$ cat config.mk
export PLATFORM = sky130hd
export DESIGN_NAME = wb_stream_port
export DESIGN_NICKNAME = d
export VERILOG_FILES = /design/src/rtl/wb_stream_port.sv
export SDC_FILE = /design/constraint.sdc
export NUM_CORES = 1
export LEC_CHECK = 0
export CAP_MARGIN = 20
export CORE_MARGIN = 2
export CORE_UTILIZATION = 46
export DETAILED_ROUTE_END_ITERATION = 12
export PLACE_DENSITY_LB_ADDON = 0.2
export SYNTH_ARGS = -nofsm -noshare
export SYNTH_HDL_FRONTEND = slang
export SYNTH_SLANG_ARGS = --single-unit
$ cat constraint.sdc
create_clock -name clk -period 3.2 [get_ports clk]
set_input_delay 0.48 -clock clk [delete_from_list [all_inputs] [get_ports clk]]
set_output_delay 0.48 -clock clk [all_outputs]
set_load 0.1 [all_outputs]
$ cat src/rtl/wb_stream_port.sv
// wb_stream_port
// Multi-channel Wishbone-to-byte-stream bridge. Each channel owns a TX FIFO
// (CPU -> device) and an RX FIFO (device -> CPU), both first-word-fall-through
// and 2**DEPTH_LOG2 bytes deep. Per channel, the bus sees a DATA register
// (push TX / pop RX) and a STATUS register (levels, counts, sticky errors).
//
// Ports:
//   clk, rst              clock, asynchronous active-high reset
//   adr_i                 byte address: [ADDR_WIDTH-1:3] channel, [2] register
//   dat_i, dat_o          write data / registered read data
//   we_i, sel_i           write enable / byte selects (only sel_i[0] matters)
//   stb_i, cyc_i, ack_o   Wishbone handshake, single-cycle registered ack
//   tx_data/valid/ready   per-channel outgoing byte stream
//   rx_data/valid/ready   per-channel incoming byte stream
//   irq                   per-channel RX-data-available
module wb_stream_port #(
    parameter int CHANNELS   = 2,
    parameter int DEPTH_LOG2 = 4,
    parameter int ADDR_WIDTH = 8
) (
    input  logic                    clk,
    input  logic                    rst,
    input  logic [ADDR_WIDTH-1:0]   adr_i,
    input  logic [31:0]             dat_i,
    output logic [31:0]             dat_o,
    input  logic                    we_i,
    input  logic [3:0]              sel_i,
    input  logic                    stb_i,
    input  logic                    cyc_i,
    output logic                    ack_o,
    output logic [8*CHANNELS-1:0]   tx_data,
    output logic [CHANNELS-1:0]     tx_valid,
    input  logic [CHANNELS-1:0]     tx_ready,
    input  logic [8*CHANNELS-1:0]   rx_data,
    input  logic [CHANNELS-1:0]     rx_valid,
    output logic [CHANNELS-1:0]     rx_ready,
    output logic [CHANNELS-1:0]     irq
);

    localparam int CW = ADDR_WIDTH - 3;
    localparam logic [DEPTH_LOG2:0] FULL_CNT = {1'b1, {DEPTH_LOG2{1'b0}}};

    logic          accept;
    logic [CW-1:0] ch_sel;
    logic          is_status;
    logic [31:0]   ch_rdata [CHANNELS];
    logic [31:0]   rd_value;
    logic          unused_bits;

    // A request is taken only while ack_o is low, so each access costs two cycles.
    assign accept      = cyc_i & stb_i & ~ack_o;
    assign ch_sel      = adr_i[ADDR_WIDTH-1:3];
    assign is_status   = adr_i[2];
    assign unused_bits = ^{dat_i[31:8], sel_i[3:1], adr_i[1:0]};

    for (genvar c = 0; c < CHANNELS; c++) begin : g_ch
        logic [7:0]            tx_mem [1 << DEPTH_LOG2];
        logic [7:0]            rx_mem [1 << DEPTH_LOG2];
        logic [DEPTH_LOG2-1:0] tx_wr, tx_rd, rx_wr, rx_rd;
        logic [DEPTH_LOG2:0]   tx_cnt, rx_cnt;
        logic                  tx_drop, rx_under;
        logic                  hit, w1c;
        logic                  tx_full, tx_empty, rx_full, rx_empty;
        logic                  tx_push_req, tx_push, tx_pop;
        logic                  rx_pop_req, rx_pop, rx_push;

        // Out-of-range channels match no generate instance, so they never hit.
        assign hit         = accept & (32'(ch_sel) == c);
        assign tx_full     = (tx_cnt == FULL_CNT);
        assign tx_empty    = (tx_cnt == '0);
        assign rx_full     = (rx_cnt == FULL_CNT);
        assign rx_empty    = (rx_cnt == '0);

        // All full/empty decisions use the pre-edge counts.
        assign tx_push_req = hit & we_i & sel_i[0] & ~is_status;
        assign tx_push     = tx_push_req & ~tx_full;
        assign tx_pop      = ~tx_empty & tx_ready[c];
        assign rx_pop_req  = hit & ~we_i & ~is_status;
        assign rx_pop      = rx_pop_req & ~rx_empty;
        assign rx_push     = rx_valid[c] & rx_ready[c];
        assign w1c         = hit & we_i & sel_i[0] & is_status;

        always_ff @(posedge clk or posedge rst) begin
            if (rst) begin
                tx_wr    <= '0;
                tx_rd    <= '0;
                rx_wr    <= '0;
                rx_rd    <= '0;
                tx_cnt   <= '0;
                rx_cnt   <= '0;
                tx_drop  <= 1'b0;
                rx_under <= 1'b0;
            end else begin
                if (tx_push) tx_wr <= tx_wr + 1'b1;
                if (tx_pop)  tx_rd <= tx_rd + 1'b1;
                if (rx_push) rx_wr <= rx_wr + 1'b1;
                if (rx_pop)  rx_rd <= rx_rd + 1'b1;

                if (tx_push & ~tx_pop)      tx_cnt <= tx_cnt + 1'b1;
                else if (~tx_push & tx_pop) tx_cnt <= tx_cnt - 1'b1;
                if (rx_push & ~rx_pop)      rx_cnt <= rx_cnt + 1'b1;
                else if (~rx_push & rx_pop) rx_cnt <= rx_cnt - 1'b1;

                // Setting a sticky bit takes priority over clearing it.
                if (tx_push_req & tx_full)  tx_drop <= 1'b1;
                else if (w1c & dat_i[2])    tx_drop <= 1'b0;
                if (rx_pop_req & rx_empty)  rx_under <= 1'b1;
                else if (w1c & dat_i[3])    rx_under <= 1'b0;
            end
        end

        always_ff @(posedge clk) begin
            if (tx_push) tx_mem[tx_wr] <= dat_i[7:0];
            if (rx_push) rx_mem[rx_wr] <= rx_data[8*c +: 8];
        end

        assign tx_data[8*c +: 8] = tx_mem[tx_rd];
        assign tx_valid[c]       = ~tx_empty;
        assign rx_ready[c]       = ~rst & ~rx_full;
        assign irq[c]            = ~rx_empty;

        assign ch_rdata[c] = is_status
            ? {8'h00, 8'(tx_cnt), 8'(rx_cnt), 4'h0, rx_under, tx_drop, ~tx_full, ~rx_empty}
            : (rx_empty ? 32'h0 : {24'h0, rx_mem[rx_rd]});
    end

    always_comb begin
        rd_value = '0;
        for (int unsigned c = 0; c < CHANNELS; c++) begin
            if (32'(ch_sel) == c) rd_value = ch_rdata[c];
        end
    end

    always_ff @(posedge clk or posedge rst) begin
        if (rst) begin
            ack_o <= 1'b0;
            dat_o <= '0;
        end else begin
            ack_o <= accept;
            if (accept & ~we_i) dat_o <= rd_value;
        end
    end

endmodule

==> reports/results.md <==
| Metric | This run | Unit |
| --- | --- | --- |
| Post-layout net count | 1556 | - |
| Element type at the critical path start | flop | - |
| Cell variety after synth | 49 | - |
| Largest stage delay on the critical path | 0.63 | ns |
| Routed via count | 11906 | - |
| Slowest cell on crit path | dfrtp_1 | - |
| Maximum buffer depth of the clock tree | 3 | - |
| Reg2reg path depth | 13 | - |
| Drt first-iter violations | 977 | - |
| Number of antenna repair diodes | 0 | - |
| Clock sink total | 587 | - |
| List of cells traversed by the critical path | buf_12 -> mux4_2 -> mux4_2 -> buf_12 | - |
| Floorplan die height | 232 | microns |
| Horizontal die dimension | 232 | microns |
| Setup repair after global routing missed its margin | false | - |
| Final cell area excluding filler cells | 28500 | sq um |
| Leakage Power | 0.00974 | uW |
| Quantity of I/O buffers inserted on ports | 80 | - |
| Post-detailed-route wirelength per cell | 23.0 | microns |
| Final Critical Period | 3.08 | ns |
| Area delta synth->final | 19.2 | % |
| Average via count per standard cell | 5.47 | - |
| Buffer type at the clock tree root | clkbuf_16 | - |
| Area after detailed placement | 26500 | sq um |
| Peak supply drop | 0.718 | mV |
| Average cell area after synthesis | 19.4 | sq um |
| Total power divided by cell area | 792 | nW/um^2 |
| Slew at the pin closest to its max-slew limit | 0.747 | ns |
| Syn Inst Count | 1233 | - |
| Initial antenna violation count | 1 | - |
| Critical path endpoint category | output port | - |
| Synthesized cell area | 23900 | sq um |
| Timing-limited maximum frequency | 324 | MHz |
| Setup-violating endpoint count in the final report | 0 | - |
| Number of optimization iterations in the first detailed-route pass | 5 | - |
| Synth Register Bits | 587 | - |
| Sequential power share | 41.2 | % |
| Count of flip-flops with a built-in enable after synthesis | 512 | - |
| Max Clock Skew | 0.0111 | ns |
| Most common cell after layout, fill and taps aside | edfxtp_1 | - |
| Terminus of the critical flop-to-flop path | g_ch[1].rx_cnt[4]$_DFFE_PP0P_ | - |
| Post-detailed-routing wire length | 50.1 | mm |
| Hold buffers post-CTS | 0 | - |
| Worst hold slack after final layout | 0.414 | ns |
| Fraction of the yosys area taken by sequential cells | 72.3 | % |
| Final hold violation count | 0 | - |
| Clock insertion delay at the later pin of the skew report | 0.60 | ns |
| Reg2Reg Launch Point | g_ch[1].rx_cnt[2]$_DFFE_PP0P_ | - |
| Area of the core region | 51300 | sq um |
| Number of core rows | 83 | - |
| Syn. warnings | 0 | - |
| Io pins | 124 | - |
| Floorplan die area | 53700 | sq um |
| Number of DRC violations after detailed routing | 0 | - |
| Remaining Overflow, GRT | 0 | - |
| Reg2reg setup slack | 0.28 | ns |
| TritonCTS clock tree | done | - |
| Remaining antenna violation count | 0 | - |
| Final Wtd Congestion | 0.788 | - |
| Largest fanout on the critical path | 27 | - |
| Inserted Clock Buffers | 59 | - |
| Post-route setup TNS | 0 | ns |
| Worst-case headroom to the max-slew limit | 50.2 | % |
| Half-perimeter wire length after detailed placement | 33.2 | mm |
| Pin count of the biggest net entering global routing | 33 | - |
| Type of the setup path with the least slack | reg -> out | - |
| First-pass GRT wire length | 76.3 | mm |
| Data arrival time at the worst-slack endpoint | 2.60 | ns |
| Post-synth ARST share | 12.8 | % |
| Sw Pwr | 7020 | uW |
| Number of pins exceeding their max-slew limit in the final report | 0 | - |
| Post-route clock period utilization | 96.4 | % |
| Starting density of the core | 46.5 | % |
| Clock power share | 30.0 | % |
| Max-cap violation count | 0 | - |
| Class of the tightest hold or removal check | in -> async | - |
| Fraction of final layout cells with drive strength greater than 1 | 28.7 | % |
| Switching part of the total power | 31.2 | % |
| Combinational group share of total power | 28.8 | % |
| Global-route usage over all layers | 19.1 | % |
| Most frequent cells in the layout | 512 x edfxtp_1, 146 x buf_4, 137 x mux4_2, 72 x dfrtp_1, 61 x clkbuf_16 | - |
| Number of inserted filler cells in the final layout | 3980 | - |
| Via count of the first global-routing pass | 12339 | - |
| Worst path required time | 2.72 | ns |
| Clock transition at the register clock pins on the worst setup and hold paths after CTS | 0.06 | ns |
| Int Pwr | 15500 | uW |
| H-tree lvl count | 2 | - |
| Leading register cell type out of synthesis | edfxtp_1 | - |
| Status | finished clean | - |
cell usage after synthesis (all sizes together), types with 2 or more instances:
cell | count | area [sq um]
buf | 43 | 269
and2 | 27 | 169
nand3b | 2 | 15.0
dfrtp | 75 | 1880
mux2 | 11 | 124
a22o | 2 | 17.5
o211ai | 3 | 22.5
a22oi | 18 | 135
o21ai | 34 | 170
a221o | 2 | 20.0
xor2 | 12 | 105
nor2 | 39 | 146
nand3 | 17 | 85.1
xnor2 | 32 | 280
a31oi | 6 | 37.5
clkbuf | 33 | 125
fa | 4 | 80.1
nor3 | 14 | 75.1
nor4 | 9 | 62.6
a21oi | 17 | 85.1
and3 | 8 | 50.1
mux4 | 147 | 3350
edfxtp | 512 | 15400
ha | 36 | 450
inv | 28 | 105
mux2i | 22 | 220
a21o | 8 | 60.1
nand2b | 7 | 43.8
nor2b | 5 | 31.3
nand2 | 45 | 169
nand4 | 5 | 31.3
nor3b | 3 | 22.5
timing repair:
item,in CTS,in global routing
resized for setup,1,0
endpoints found under the setup margin,8,0
setup buffers,1,0
state kept, by name (all words and copies together) (netlist names):
| name | cells |
|---|---|
| g_ch.tx_rd | 8 |
| g_ch.tx_mem | 256 |
| g_ch.rx_wr | 8 |
| g_ch.rx_rd | 8 |
| g_ch.rx_under | 2 |
| ack_o | 1 |
| g_ch.rx_mem | 256 |
| g_ch.tx_drop | 2 |
| g_ch.rx_cnt | 10 |
| g_ch.tx_cnt | 10 |
| g_ch.tx_wr | 8 |
| dat_o | 18 |
worst max path at each step:
stage | from | to | slack (ns) | cells past startpoint
floorplan | ack_o$_DFF_PP0_ | g_ch[0].tx_cnt[4]$_DFFE_PP0P_ | 0.05 | 12
global placement | adr_i[7] | g_ch[0].tx_cnt[4]$_DFFE_PP0P_ | -0.06 | 13
detailed placement | adr_i[7] | g_ch[0].tx_cnt[4]$_DFFE_PP0P_ | -0.06 | 13
CTS | g_ch[0].tx_rd[1]$_DFFE_PP0P_ | tx_data[6] | 0.03 | 4
global route | g_ch[0].tx_rd[1]$_DFFE_PP0P_ | tx_data[6] | 0.02 | 4
finish | g_ch[0].tx_rd[1]$_DFFE_PP0P_ | tx_data[7] | 0.12 | 4
cell families (layout without fill, tap and decap cells):
family	after synthesis	in the layout	synth area share, %
AO/OA/AOI/OAI	91	91	2.33
flip-flops	587	587	72.3
buffers and inverters	105	356	2.11
AND/OR/NAND/NOR	185	185	3.99
adder cells (fa/ha/maj)	40	40	2.22
multiplexers	180	180	15.5
other	1	14	0.0157
XOR/XNOR	44	44	1.61
per-stage QoR:
| step | total power (uW) | setup WS, ns | utilization, % | std cells |
|---|---|---|---|---|
| global placement | 15900 | -0.0632 | 51.7 | 2065 |
| detailed placement | 16000 | -0.0632 | 51.7 | 2065 |
| finish | 22500 | 0.117 | 55.5 | 2177 |
| CTS | 22800 | 0.0315 | 55.5 | 2177 |
| global route | 23400 | 0.0228 | 55.5 | 2177 |
| floorplan | 13800 | 0.0481 | - | 1246 |
power groups by stage:
stage / clock network [uW] / logic [uW] / registers (uW)
CTS: 6900 / 6610 / 9300
detailed placement: 0 / 6540 / 9490
global placement: 0 / 6460 / 9460
finish: 6750 / 6500 / 9290
floorplan: 0 / 4530 / 9230
global route: 7190 / 6910 / 9350
critical path, delay by kind of cell, from the launching register on:
kind | cells | cell delay (ns)
buffers and inverters | 2 | 0.46
DFF | 1 | 0.63
muxes | 2 | 0.90
area by class of cell:
cell class	instances	area, sq um	area share (%)
well taps	680	851	2.99
multi-input cells	554	6230	21.9
flip-flops and latches	587	17300	60.6
clock inverters	40	342	1.20
clock buffers	71	1560	5.49
repair buffers	216	2110	7.40
inverters	29	110	0.387
routing by layer:
layer | vias to the layer above | GRT usage [%] | part of all wire [%] | routed length (microns)
met4 | 2 | 5.11 | 2.1 | 1060
met3 | 74 | 3.18 | 5.3 | 2640
met5 | - | 0 | 0.028 | 14
li1 | 5332 | - | - | -
met1 | 6196 | 26.6 | 43 | 21600
met2 | 302 | 31.3 | 50 | 24800
Power figures use the tool's default switching activity.
